[config.mk]
export PLATFORM = sky130hd
export DESIGN_NAME = shared_ram_arbiter
export DESIGN_NICKNAME = d
export VERILOG_FILES = /design/src/rtl/shared_ram_arbiter_pkg.sv /design/src/rtl/shared_ram_port.sv /design/src/rtl/shared_ram_arbiter.sv
export SDC_FILE = /design/constraint.sdc
export NUM_CORES = 1
export LEC_CHECK = 0
export ABC_AREA = 0
export CORE_MARGIN = 3
export CORE_UTILIZATION = 30
export CTS_CLUSTER_SIZE = 8
export DETAILED_ROUTE_END_ITERATION = 8
export GPL_ROUTABILITY_DRIVEN = 1
export PLACE_DENSITY_LB_ADDON = 0.3
export SETUP_SLACK_MARGIN = 0.2
export SKIP_CTS_REPAIR_TIMING = 1
export SLEW_MARGIN = 20
export SYNTH_ARGS = -nofsm -noshare
export SYNTH_HDL_FRONTEND = slang
export SYNTH_SLANG_ARGS = --single-unit
[constraint.sdc]
create_clock -name clk -period 2.59 [get_ports clk]
set_input_delay 0.259 -clock clk [delete_from_list [all_inputs] [get_ports clk]]
set_output_delay 0.259 -clock clk [all_outputs]
set_load 0.02 [all_outputs]
[src/rtl/shared_ram_arbiter_pkg.sv]
// Shared work-RAM arbiter: common types and constants.
package shared_ram_arbiter_pkg;

  localparam int unsigned CNT_W = 4;

  typedef enum logic [2:0] {
    IDLE,
    SETUP,
    ACCESS,
    RELEASE,
    GAP
  } state_e;

  typedef enum logic {
    OWN_A = 1'b0,
    OWN_B = 1'b1
  } owner_e;

endpackage

[src/rtl/shared_ram_port.sv]
// Per-CPU port: latched read data and combinational WAIT generation.
module shared_ram_port #(
  parameter int unsigned DW = 8
) (
  input  logic          clk,
  input  logic          reset,
  input  logic          req_i,
  input  logic          grant_i,
  input  logic          release_i,
  input  logic          load_i,
  input  logic [DW-1:0] rdata_i,
  output logic [DW-1:0] dout_o,
  output logic          wait_n_o
);

  logic [DW-1:0] dout_q;

  // Read data latch: updated only on the final access edge of a read by this port.
  always_ff @(posedge clk or posedge reset) begin
    if (reset) begin
      dout_q <= '0;
    end else if (load_i) begin
      dout_q <= rdata_i;
    end
  end

  // WAIT is held low for any request except while this port owns the RAM in RELEASE.
  always_comb begin
    wait_n_o = !(req_i && !(grant_i && release_i));
  end

  assign dout_o = dout_q;

endmodule

[src/rtl/shared_ram_arbiter.sv]
// Two-port shared RAM arbiter driving the 74244 bank enables and RAM strobes.
module shared_ram_arbiter
  import shared_ram_arbiter_pkg::*;
#(
  parameter int unsigned AW         = 11,
  parameter int unsigned DW         = 8,
  parameter int unsigned ACCESS_CYC = 2,
  parameter int unsigned TURN_CYC   = 1
) (
  input  logic          clk,
  input  logic          reset,
  input  logic          a_req,
  input  logic          a_wr,
  input  logic [AW-1:0] a_addr,
  input  logic [DW-1:0] a_din,
  output logic [DW-1:0] a_dout,
  output logic          a_wait_n,
  input  logic          b_req,
  input  logic          b_wr,
  input  logic [AW-1:0] b_addr,
  input  logic [DW-1:0] b_din,
  output logic [DW-1:0] b_dout,
  output logic          b_wait_n,
  output logic          ga_n,
  output logic          gb_n,
  output logic [AW-1:0] ram_addr,
  output logic [DW-1:0] ram_wdata,
  input  logic [DW-1:0] ram_rdata,
  output logic          ram_oe_n,
  output logic          ram_we_n
);

  state_e            state_q, state_d;
  owner_e            owner_q, owner_d;
  owner_e            last_q, last_d;
  logic [CNT_W-1:0]  cnt_q, cnt_d;
  logic              wr_q, wr_d;
  logic              ga_n_q, ga_n_d;
  logic              gb_n_q, gb_n_d;
  logic              oe_n_q, oe_n_d;
  logic              we_n_q, we_n_d;
  logic [AW-1:0]     addr_q, addr_d;
  logic [DW-1:0]     wdata_q, wdata_d;
  owner_e            pick;
  logic              load_rd;

  // State, owner, counter and all buffer/strobe registers.
  always_ff @(posedge clk or posedge reset) begin
    if (reset) begin
      state_q <= IDLE;
      owner_q <= OWN_A;
      last_q  <= OWN_B;
      cnt_q   <= '0;
      wr_q    <= 1'b0;
      ga_n_q  <= 1'b1;
      gb_n_q  <= 1'b1;
      oe_n_q  <= 1'b1;
      we_n_q  <= 1'b1;
      addr_q  <= '0;
      wdata_q <= '0;
    end else begin
      state_q <= state_d;
      owner_q <= owner_d;
      last_q  <= last_d;
      cnt_q   <= cnt_d;
      wr_q    <= wr_d;
      ga_n_q  <= ga_n_d;
      gb_n_q  <= gb_n_d;
      oe_n_q  <= oe_n_d;
      we_n_q  <= we_n_d;
      addr_q  <= addr_d;
      wdata_q <= wdata_d;
    end
  end

  // Next-state logic; enables are decoded from a single owner bit so they can never both be low.
  always_comb begin
    state_d = state_q;
    owner_d = owner_q;
    last_d  = last_q;
    cnt_d   = cnt_q;
    wr_d    = wr_q;
    ga_n_d  = ga_n_q;
    gb_n_d  = gb_n_q;
    oe_n_d  = oe_n_q;
    we_n_d  = we_n_q;
    addr_d  = addr_q;
    wdata_d = wdata_q;
    pick    = OWN_A;

    case (state_q)
      IDLE: begin
        if (a_req || b_req) begin
          if (a_req && b_req) begin
            pick = (last_q == OWN_B) ? OWN_A : OWN_B;
          end else if (a_req) begin
            pick = OWN_A;
          end else begin
            pick = OWN_B;
          end
          owner_d = pick;
          ga_n_d  = (pick != OWN_A);
          gb_n_d  = (pick != OWN_B);
          addr_d  = (pick == OWN_A) ? a_addr : b_addr;
          wdata_d = (pick == OWN_A) ? a_din : b_din;
          wr_d    = (pick == OWN_A) ? a_wr : b_wr;
          state_d = SETUP;
        end
      end
      SETUP: begin
        oe_n_d  = wr_q;
        we_n_d  = !wr_q;
        cnt_d   = CNT_W'(ACCESS_CYC - 1);
        state_d = ACCESS;
      end
      ACCESS: begin
        if (cnt_q == '0) begin
          oe_n_d  = 1'b1;
          we_n_d  = 1'b1;
          state_d = RELEASE;
        end else begin
          cnt_d = cnt_q - CNT_W'(1);
        end
      end
      RELEASE: begin
        if (!((owner_q == OWN_A) ? a_req : b_req)) begin
          last_d  = owner_q;
          ga_n_d  = 1'b1;
          gb_n_d  = 1'b1;
          cnt_d   = CNT_W'(TURN_CYC - 1);
          state_d = GAP;
        end
      end
      GAP: begin
        if (cnt_q == '0) begin
          state_d = IDLE;
        end else begin
          cnt_d = cnt_q - CNT_W'(1);
        end
      end
      default: begin
        state_d = IDLE;
      end
    endcase
  end

  // Read data is captured on the last ACCESS edge of a read.
  always_comb begin
    load_rd = (state_q == ACCESS) && (cnt_q == '0) && !wr_q;
  end

  shared_ram_port #(.DW(DW)) u_port_a (
    .clk       (clk),
    .reset     (reset),
    .req_i     (a_req),
    .grant_i   (owner_q == OWN_A),
    .release_i (state_q == RELEASE),
    .load_i    (load_rd && (owner_q == OWN_A)),
    .rdata_i   (ram_rdata),
    .dout_o    (a_dout),
    .wait_n_o  (a_wait_n)
  );

  shared_ram_port #(.DW(DW)) u_port_b (
    .clk       (clk),
    .reset     (reset),
    .req_i     (b_req),
    .grant_i   (owner_q == OWN_B),
    .release_i (state_q == RELEASE),
    .load_i    (load_rd && (owner_q == OWN_B)),
    .rdata_i   (ram_rdata),
    .dout_o    (b_dout),
    .wait_n_o  (b_wait_n)
  );

  assign ga_n      = ga_n_q;
  assign gb_n      = gb_n_q;
  assign ram_oe_n  = oe_n_q;
  assign ram_we_n  = we_n_q;
  assign ram_addr  = addr_q;
  assign ram_wdata = wdata_q;

endmodule

---- Word-level counts from Yosys, hierarchy flattened ----
Index checks and enable logic that the tools add are counted.
word-level totals
  bits in registers ....................... 49
  input bits .............................. 52
  output and inout bits ................... 41
  logic and storage cells ................. 78
cells by class
  add/sub/neg operators ................... 1
  equal/unequal tests ..................... 9
  multiplexer cells ....................... 25
  bitwise operators ....................... 3
  reductions and logical operators ........ 27
operators by type and width
  cell                                                                    count
  3-bit one-hot mux with 5 select lines                                   1
  3-bit 2-to-1 mux                                                        4
  4-bit one-hot mux with 3 select lines                                   1
  1-bit 2-to-1 mux                                                        11
  11-bit 2-to-1 mux                                                       1
  2-bit inequality test (second input constant)                           5
  1-bit logical AND                                                       9
  4-bit 2-to-1 mux                                                        2
  8-bit 2-to-1 mux                                                        1
  1-bit one-hot mux with 2 select lines                                   4
  3-bit by 2-bit equality test with 1-bit output (second input constant)  2
  2-bit AND reduction                                                     3
  3-bit AND reduction                                                     2
  1-bit zero test                                                         5
  4-bit zero test                                                         1
  4-bit AND reduction                                                     1
  2-bit nonzero test                                                      2
  4-bit by 1-bit subtractor with 4-bit output (second input constant)     1
  3-bit by 1-bit equality test with 1-bit output (second input constant)  1
  3-bit equality test (second input constant)                             1
  3-bit zero test                                                         1
  1-bit inverter                                                          3
  3-bit nonzero test                                                      1
  2-bit OR reduction                                                      1
  1-bit logical OR                                                        1

---- Logic depth before layout (Yosys ltp) ----
Gate-level depths: netlist of run 1.
  depth after elaboration ................. 7
  gate-level depth with buffers ........... 7
  depth with buffers taken out ............ 6

---- Hierarchy ----
Synthesis of run 1 repeated with hierarchy kept, for this count alone.
second synthesis, totals
  cells, all modules ...................... 256
  area total of the unflattened synthesis .. 2603.7 µm²
modules (own cells, without submodules)
  module              times used  cells an instance  area an instance (µm²)  seq. area each (µm²)
  shared_ram_arbiter  1           218                1913.1                  832.0
  shared_ram_port     2           19                 345.3                   200.2

---- Worst setup path before layout of run 1 ----
Ideal clock, no wire load.
  path type ............................... reg-to-reg
  start ................................... register cnt_q[0]
  end ..................................... register u_port_a.dout_q[0], in the netlist u_port_a.dout_o[0]
  library setup time ...................... 0.125 ns
  arrival time ............................ 1.747 ns
  required time ........................... 2.465 ns
  path slack .............................. 0.719 ns
  cell stages (with the launch flop) ...... 7
  buffers on the path ..................... 0
  period minus slack after synthesis ...... 1.871 ns
  cells stage by stage .................... dfrtp_1 inv_1 ha_1 nor3b_4 nand3_2 nor2_4 mux2_2
on the way
  word-level cells in the longest chain between the ends .. 4
RTL lines
  what                             line                       text
  start, declared                  shared_ram_arbiter.sv:36   logic [CNT_W-1:0] cnt_q, cnt_d;
  start signal, assigned           shared_ram_arbiter.sv:65   cnt_q <= cnt_d;
  4-bit zero test                  shared_ram_arbiter.sv:149  load_rd = (state_q == ACCESS) && (cnt_q == '0) && !wr_q;
  1-bit logical AND (2 in series)  shared_ram_arbiter.sv:149
  1-bit logical AND                shared_ram_arbiter.sv:158  .load_i (load_rd && (owner_q == OWN_A)),
  end signal, assigned             shared_ram_port.sv:23      dout_q <= rdata_i;
  end, declared                    shared_ram_port.sv:16      logic [DW-1:0] dout_q;
No other way between the ends.
A chain may end at the register's enable or synchronous reset.

---- Final worst setup path of run 1 ----
  start ................................... register state_q[2]
  end ..................................... output b_wait_n
on the way
  word-level cells in the longest chain between the ends .. 5
RTL lines
  what                                            line                       text
  start, declared                                 shared_ram_arbiter.sv:33   state_e state_q, state_d;
  start signal, assigned                          shared_ram_arbiter.sv:62   state_q <= state_d;
  3-bit by 2-bit equality test with 1-bit output  shared_ram_arbiter.sv:169  .release_i (state_q == RELEASE),
  1-bit logical AND                               shared_ram_port.sv:29      wait_n_o = !(req_i && !(grant_i && release_i));
  1-bit zero test                                 shared_ram_port.sv:29
  1-bit logical AND                               shared_ram_port.sv:29
  1-bit zero test                                 shared_ram_port.sv:29
  end, declared                                   shared_ram_arbiter.sv:23   output logic b_wait_n,
No other way between the ends.

==> results of run 1 <==
[where the power goes]
part | internal (mW) | total, mW | switching, mW
Sequential | 1.15 | 1.48 | 0.332
Clock | 0.192 | 0.464 | 0.272
Combinational | 1.03 | 2.10 | 1.07
Total | 2.37 | 4.04 | 1.67
[sequential cells by signal, summed over array words and instances, names as in the netlist]
register and cells:
ga_n 1, ram_we_n 1, u_port_a.dout_o 8, ram_addr 11, wr_q 1, last_q 1, state_q 3, owner_q 1
ram_wdata 8, ram_oe_n 1, gb_n 1, u_port_b.dout_o 8, cnt_q 4
[worst max path at each step]
stage / from / endpoint / slack [ns] / depth (start not counted)
floorplan: cnt_q[0] / u_port_a.dout_o[0] / 0.72 / 6
global placement: state_q[0] / a_wait_n / 0.61 / 3
detailed placement: state_q[0] / b_wait_n / 0.59 / 3
CTS: state_q[0] / b_wait_n / 0.25 / 3
global route: state_q[2] / a_wait_n / 0.28 / 3
finish: state_q[2] / b_wait_n / 0.39 / 3
[cells in the mapped netlist (2+ instances only)]
| master | count | share of area, % |
|---|---|---|
| nor4_1 | 3 | 0.77 |
| mux2i_1 | 21 | 8.6 |
| and3_1 | 2 | 0.51 |
| o21ai_0 | 10 | 2.1 |
| buf_6 | 2 | 0.93 |
| ha_1 | 2 | 1.0 |
| a21oi_1 | 28 | 5.8 |
| buf_2 | 8 | 1.6 |
| dfstp_2 | 5 | 5.4 |
| nor2b_1 | 2 | 0.51 |
| a22oi_1 | 2 | 0.62 |
| or3_1 | 2 | 0.51 |
| nand3_1 | 3 | 0.62 |
| clkbuf_1 | 4 | 0.62 |
| nand4b_1 | 2 | 0.72 |
| nand2b_1 | 4 | 1.0 |
| o21a_1 | 2 | 0.62 |
| mux2_2 | 17 | 7.9 |
| inv_1 | 7 | 1.1 |
| dfrtp_1 | 44 | 45 |
| nor2_1 | 30 | 4.6 |
| nand2_1 | 8 | 1.2 |
| nor3_1 | 3 | 0.62 |
[worst max-delay path, stage by stage, from the launching register on]
cell,delay [ns]
dfrtp_2,0.52
nand3b_1,0.30
o21ai_0,0.20
clkdlybuf4s50_1,0.62
[cell type report]
| class | count | area (sq um) | area share, % |
|---|---|---|---|
| clock buffers | 5 | 68.8 | 1.94 |
| clock inverters | 3 | 21.3 | 0.599 |
| inverters | 7 | 26.3 | 0.739 |
| multi-input cells | 159 | 1100 | 31.0 |
| flip-flops and latches | 49 | 1240 | 34.8 |
| well taps | 102 | 128 | 3.59 |
| repair buffers | 99 | 973 | 27.4 |
[layer usage]
layer  routed length, um  vias up  part of all wire (%)  track usage, %
met5                   0        -                     0               0
met4                  63        0                   1.1            3.20
met3                 480        6                   8.1            4.30
met2                2870       65                    48            20.5
met1                2510      943                    42            17.2
li1                    -      993                     -               -
[through the flow]
stage	utilization (%)	setup WS, ns	instance area, sq um
6_report	45.5	0.388	3550
5_1_grt	45.5	0.282	3550
4_1_cts	45.5	0.248	3550
3_5_place_dp	44.3	0.585	3460
3_3_place_gp	44.3	0.611	3460
2_1_floorplan	-	0.719	2430
[kinds of logic (layout without fill, tap and decap cells)]
kind of cell,after synthesis,in the layout,share of synthesized area [%]
adder cells (fa/ha/maj),3,3,1.44
XOR/XNOR,1,1,0.360
flip-flops,49,49,50.7
buffers and inverters,21,114,4.27
AO/OA/AOI/OAI,51,51,12.2
multiplexers,38,38,16.5
AND/OR/NAND/NOR,66,66,14.6
==> impl_results.md, run 1 <==
* Final clock skew at 0.00934 ns
* Synth cell types at 41
* Clock sinks at 49
* Number of flops mapped to enable cells by yosys at 0
* Pwr Total at 4.04 mW
* DIE WIDTH at 96.0 um
* Worst slew margin at 58.8%
* Setup Viol. Count Final at 0
* # IOs at 93
* Worst-Margin Slew at 0.617 ns
* Critical Path RT at 2.33 ns
* Status: completed
* Reg-to-reg slack, setup at 0.73 ns
* Clock transition at the registers of the reported paths at 0.10 ns
* Area delta synth->final at 46.1%
* Critical Path AT at 1.94 ns
* Class of the most critical setup path: register to output pin
* Root buffer cell: clkbuf_8
* CP Max Fanout at 17
* Maxcap violations at 0
* Post-synth top flop: dfrtp_1
* Synth Area per Inst at 10.6 sq um
* Initial core utilization at 31.2%
* Via Count at 2007
* Clock Path Buffers at 2
* Nets at 375
* Cell area after synthesis at 2430 sq um
* Post-synth ARST share at 100%
* CTS tree: yes
* IO buf count at 92
* Highest clock rate at 454 MHz
* Die Y-Extent at 96.0 um
* # fillers at 751
* Avg WL per Cell at 14.0 um
* Crit. End Element: output pin
* Syn. warnings at 0
* Row count at 32
* Final antenna diode count at 0
* Ratio of cells with drive above 1 in the final layout at 14.9%
* Cts bufs inserted at 5
* GRT overflow at 0
* Worst reg2reg startpoint: cnt_q[0]
* RSZ-0062 raised after global routing: no
* 1st-iter DRT viols at 135
* Fin cells at 424
* Wire length of the first global-routing pass at 9450 um
* WHS at 0.343 ns
* Reg2reg end: u_port_b.dout_o[4]
* RePlAce Congestion at 0.811
* GRT Util Overall at 13.0%
* Placed cell count at 416
* Commonest cells after routing, fill and taps aside: clkdlybuf4s50_1 (92), dfrtp_1 (41), nor2_1 (30)
* DIE AREA at 9220 sq um
* Post-route ant nets at 0
* Setup_tns at 0 ns
* Detailed Place HPWL at 4340 um
* Detailed Routing Iterations Pass 1 at 5
* Core footprint at 7810 sq um
* Min-delay worst type: primary input to asynchronous set/reset pin
* Worst skew pair latency at 0.30 ns
* H-tree Lvls at 2
* Post-Syn Instances at 229
* Power Density at 1140 nW/um^2
* Final worst-path cycle share at 85.0%
* Largest net degree at the start of global routing at 45
* P_leak at 1.48 nW
* Detailed Route WL at 5920 um
* Worst r2r path cells at 6
* Number of global-route vias before repair at 1981
* Min Clock Period, post-route at 2.20 ns
* Syn nets at 283
* Pins Over Slew Limit at 0
* Register area share after synthesis at 50.7%
* Peak supply drop at 455 uV
* Crit start category: register
* Final Hold Fails at 0
* Initial antenna violation count at 0
* Drt via density at 4.73
* Most common cell after layout, fill and taps aside: clkdlybuf4s50_1
* Seq cells post-synth at 49
* # DRC at 0
Power figures use the tool's default switching activity.
==> run 2: changes to the inputs <==
Clock period 2.59 ns to 2.6 ns, I/O delays scaled along.
==> run 2 against run 1 <==
Wire length shrank 5.1%. Clock-buffer cell count grew 2. Clock skew shrank 0.0030 ns. Final cell count shrank 0.24%. Power shrank 1.4%. Critical path type unchanged. Highest routed layer unchanged.
==> impl_results.md, run 2 (synthesis gave the netlist of run 1 again) <==
* Die Y-Extent at 96.0 um
* Highest clock rate at 440 MHz
* Final Hold Fails at 0
* Fin cells at 423
* Class of the most critical setup path: register to output pin
* Crit. End Element: output pin
* Largest net degree at the start of global routing at 50
* Placed cell count at 415
* Area delta synth->final at 45.4%
* Min Clock Period, post-route at 2.27 ns
* Power Density at 1130 nW/um^2
* Final antenna diode count at 0
* Wire length of the first global-routing pass at 8920 um
* GRT overflow at 0
* # fillers at 730
* Detailed Route WL at 5620 um
* Status: completed
* GRT Util Overall at 12.2%
* CTS tree: yes
* # IOs at 93
* Comb pwr share at 52.3%
* DIE AREA at 9220 sq um
* Avg WL per Cell at 13.3 um
* Core footprint at 7810 sq um
* Sequential share of power at 36.7%
* P_leak at 1.47 nW
* Setup Viol. Count Final at 0
* Peak supply drop at 531 uV
* Min-delay worst type: primary input to asynchronous set/reset pin
* Clock transition at the registers of the reported paths at 0.09 ns
* Nets at 374
* Pwr Total at 3.98 mW
* 1st-iter DRT viols at 110
* Initial antenna violation count at 0
* Drt via density at 4.79
* P_int at 2.36 mW
* RSZ-0062 raised after global routing: no
* Worst slew margin at 59.3%
* Root buffer cell: clkbuf_8
* Commonest cells after routing, fill and taps aside: clkdlybuf4s50_1 (92), dfrtp_1 (43), nor2_1 (30)
* Clock sinks at 49
* Row count at 32
* DIE WIDTH at 96.0 um
* H-tree Lvls at 2
* Via Count at 2028
* Setup_tns at 0 ns
* Final worst-path cycle share at 87.4%
* Pins Over Slew Limit at 0
* Worst-Margin Slew at 0.611 ns
* Critical Path AT at 2.01 ns
* Detailed Routing Iterations Pass 1 at 4
* Final clock skew at 0.00633 ns
* Max reg flops at 11
* # DRC at 0
* Switch Pwr at 1.62 mW
* IO buf count at 92
* RePlAce Congestion at 0.735
* CP Max Fanout at 17
* Fin area at 3540 sq um
* Detailed Place HPWL at 4160 um
* Critical Path RT at 2.34 ns
* Number of global-route vias before repair at 1938
* Maxcap violations at 0
* Ratio of cells with drive above 1 in the final layout at 13.4%
* Post-route ant nets at 0
* Clock Path Buffers at 2
* Sw frac at 40.8%
* Crit start category: register
* Worst skew pair latency at 0.30 ns
* Initial core utilization at 31.2%
* Clock Power Share at 11.0%
* Cts bufs inserted at 5
* DP Area at 3450 sq um
* Most common cell after layout, fill and taps aside: clkdlybuf4s50_1
## run 2: critical path, stage by stage, from the launching register on
cell             delay (ns)
dfrtp_1                0.55
nand3b_1               0.34
o21ai_0                0.20
clkdlybuf4s50_1        0.62
## run 2: layout make-up
| cell class | instances | area (sq um) | area share [%] |
|---|---|---|---|
| flip-flops and latches | 49 | 1230 | 34.9 |
| multi-input cells | 159 | 1100 | 31.1 |
| repair buffers | 98 | 966 | 27.3 |
| well taps | 102 | 128 | 3.61 |
| clock buffers | 7 | 76.3 | 2.16 |
| inverters | 7 | 26.3 | 0.743 |
| clock inverters | 1 | 7.51 | 0.212 |
## run 2: worst paths after layout
check | startpoint | to | slack [ns] | cells past startpoint
worst max-delay path | state_q[2] | a_wait_n | 0.33 | 3
worst min-delay path | reset | ram_addr[8] | 0.43 | 3
worst max register to register | state_q[1] | u_port_a.dout_o[4] | 0.67 | 5
worst min register to register | last_q | last_q | 0.51 | 2
max in group asynchronous | reset | state_q[0] | 1.72 | 3
min in group clk | last_q | last_q | 0.51 | 2
## run 2: power groups by stage
stage | clock network [mW] | logic (mW) | registers [mW]
after floorplan | 0 | 1.04 | 1.68
after global placement | 0 | 2.08 | 1.45
after detailed placement | 0 | 2.11 | 1.47
after CTS | 0.462 | 2.11 | 1.46
after global routing | 0.498 | 2.28 | 1.52
final | 0.440 | 2.08 | 1.46
## run 2: layer usage
layer,wire [um],share of wire (%),track usage (%),vias up
met5,0,0,0,-
li1,-,-,-,990
met3,433,7.7,4.07,8
met1,2390,43,15.7,968
met4,52,0.92,3.20,0
met2,2750,49,19.7,62
## run 2: stage by stage
stage	setup WS (ns)	utilization (%)	hold slack, ns
after detailed placement	0.580	44.2	0.492
final	0.328	45.3	0.427
after global routing	0.229	45.3	0.479
after CTS	0.244	45.3	0.452
after floorplan	0.729	-	0.407
after global placement	0.651	44.2	0.489
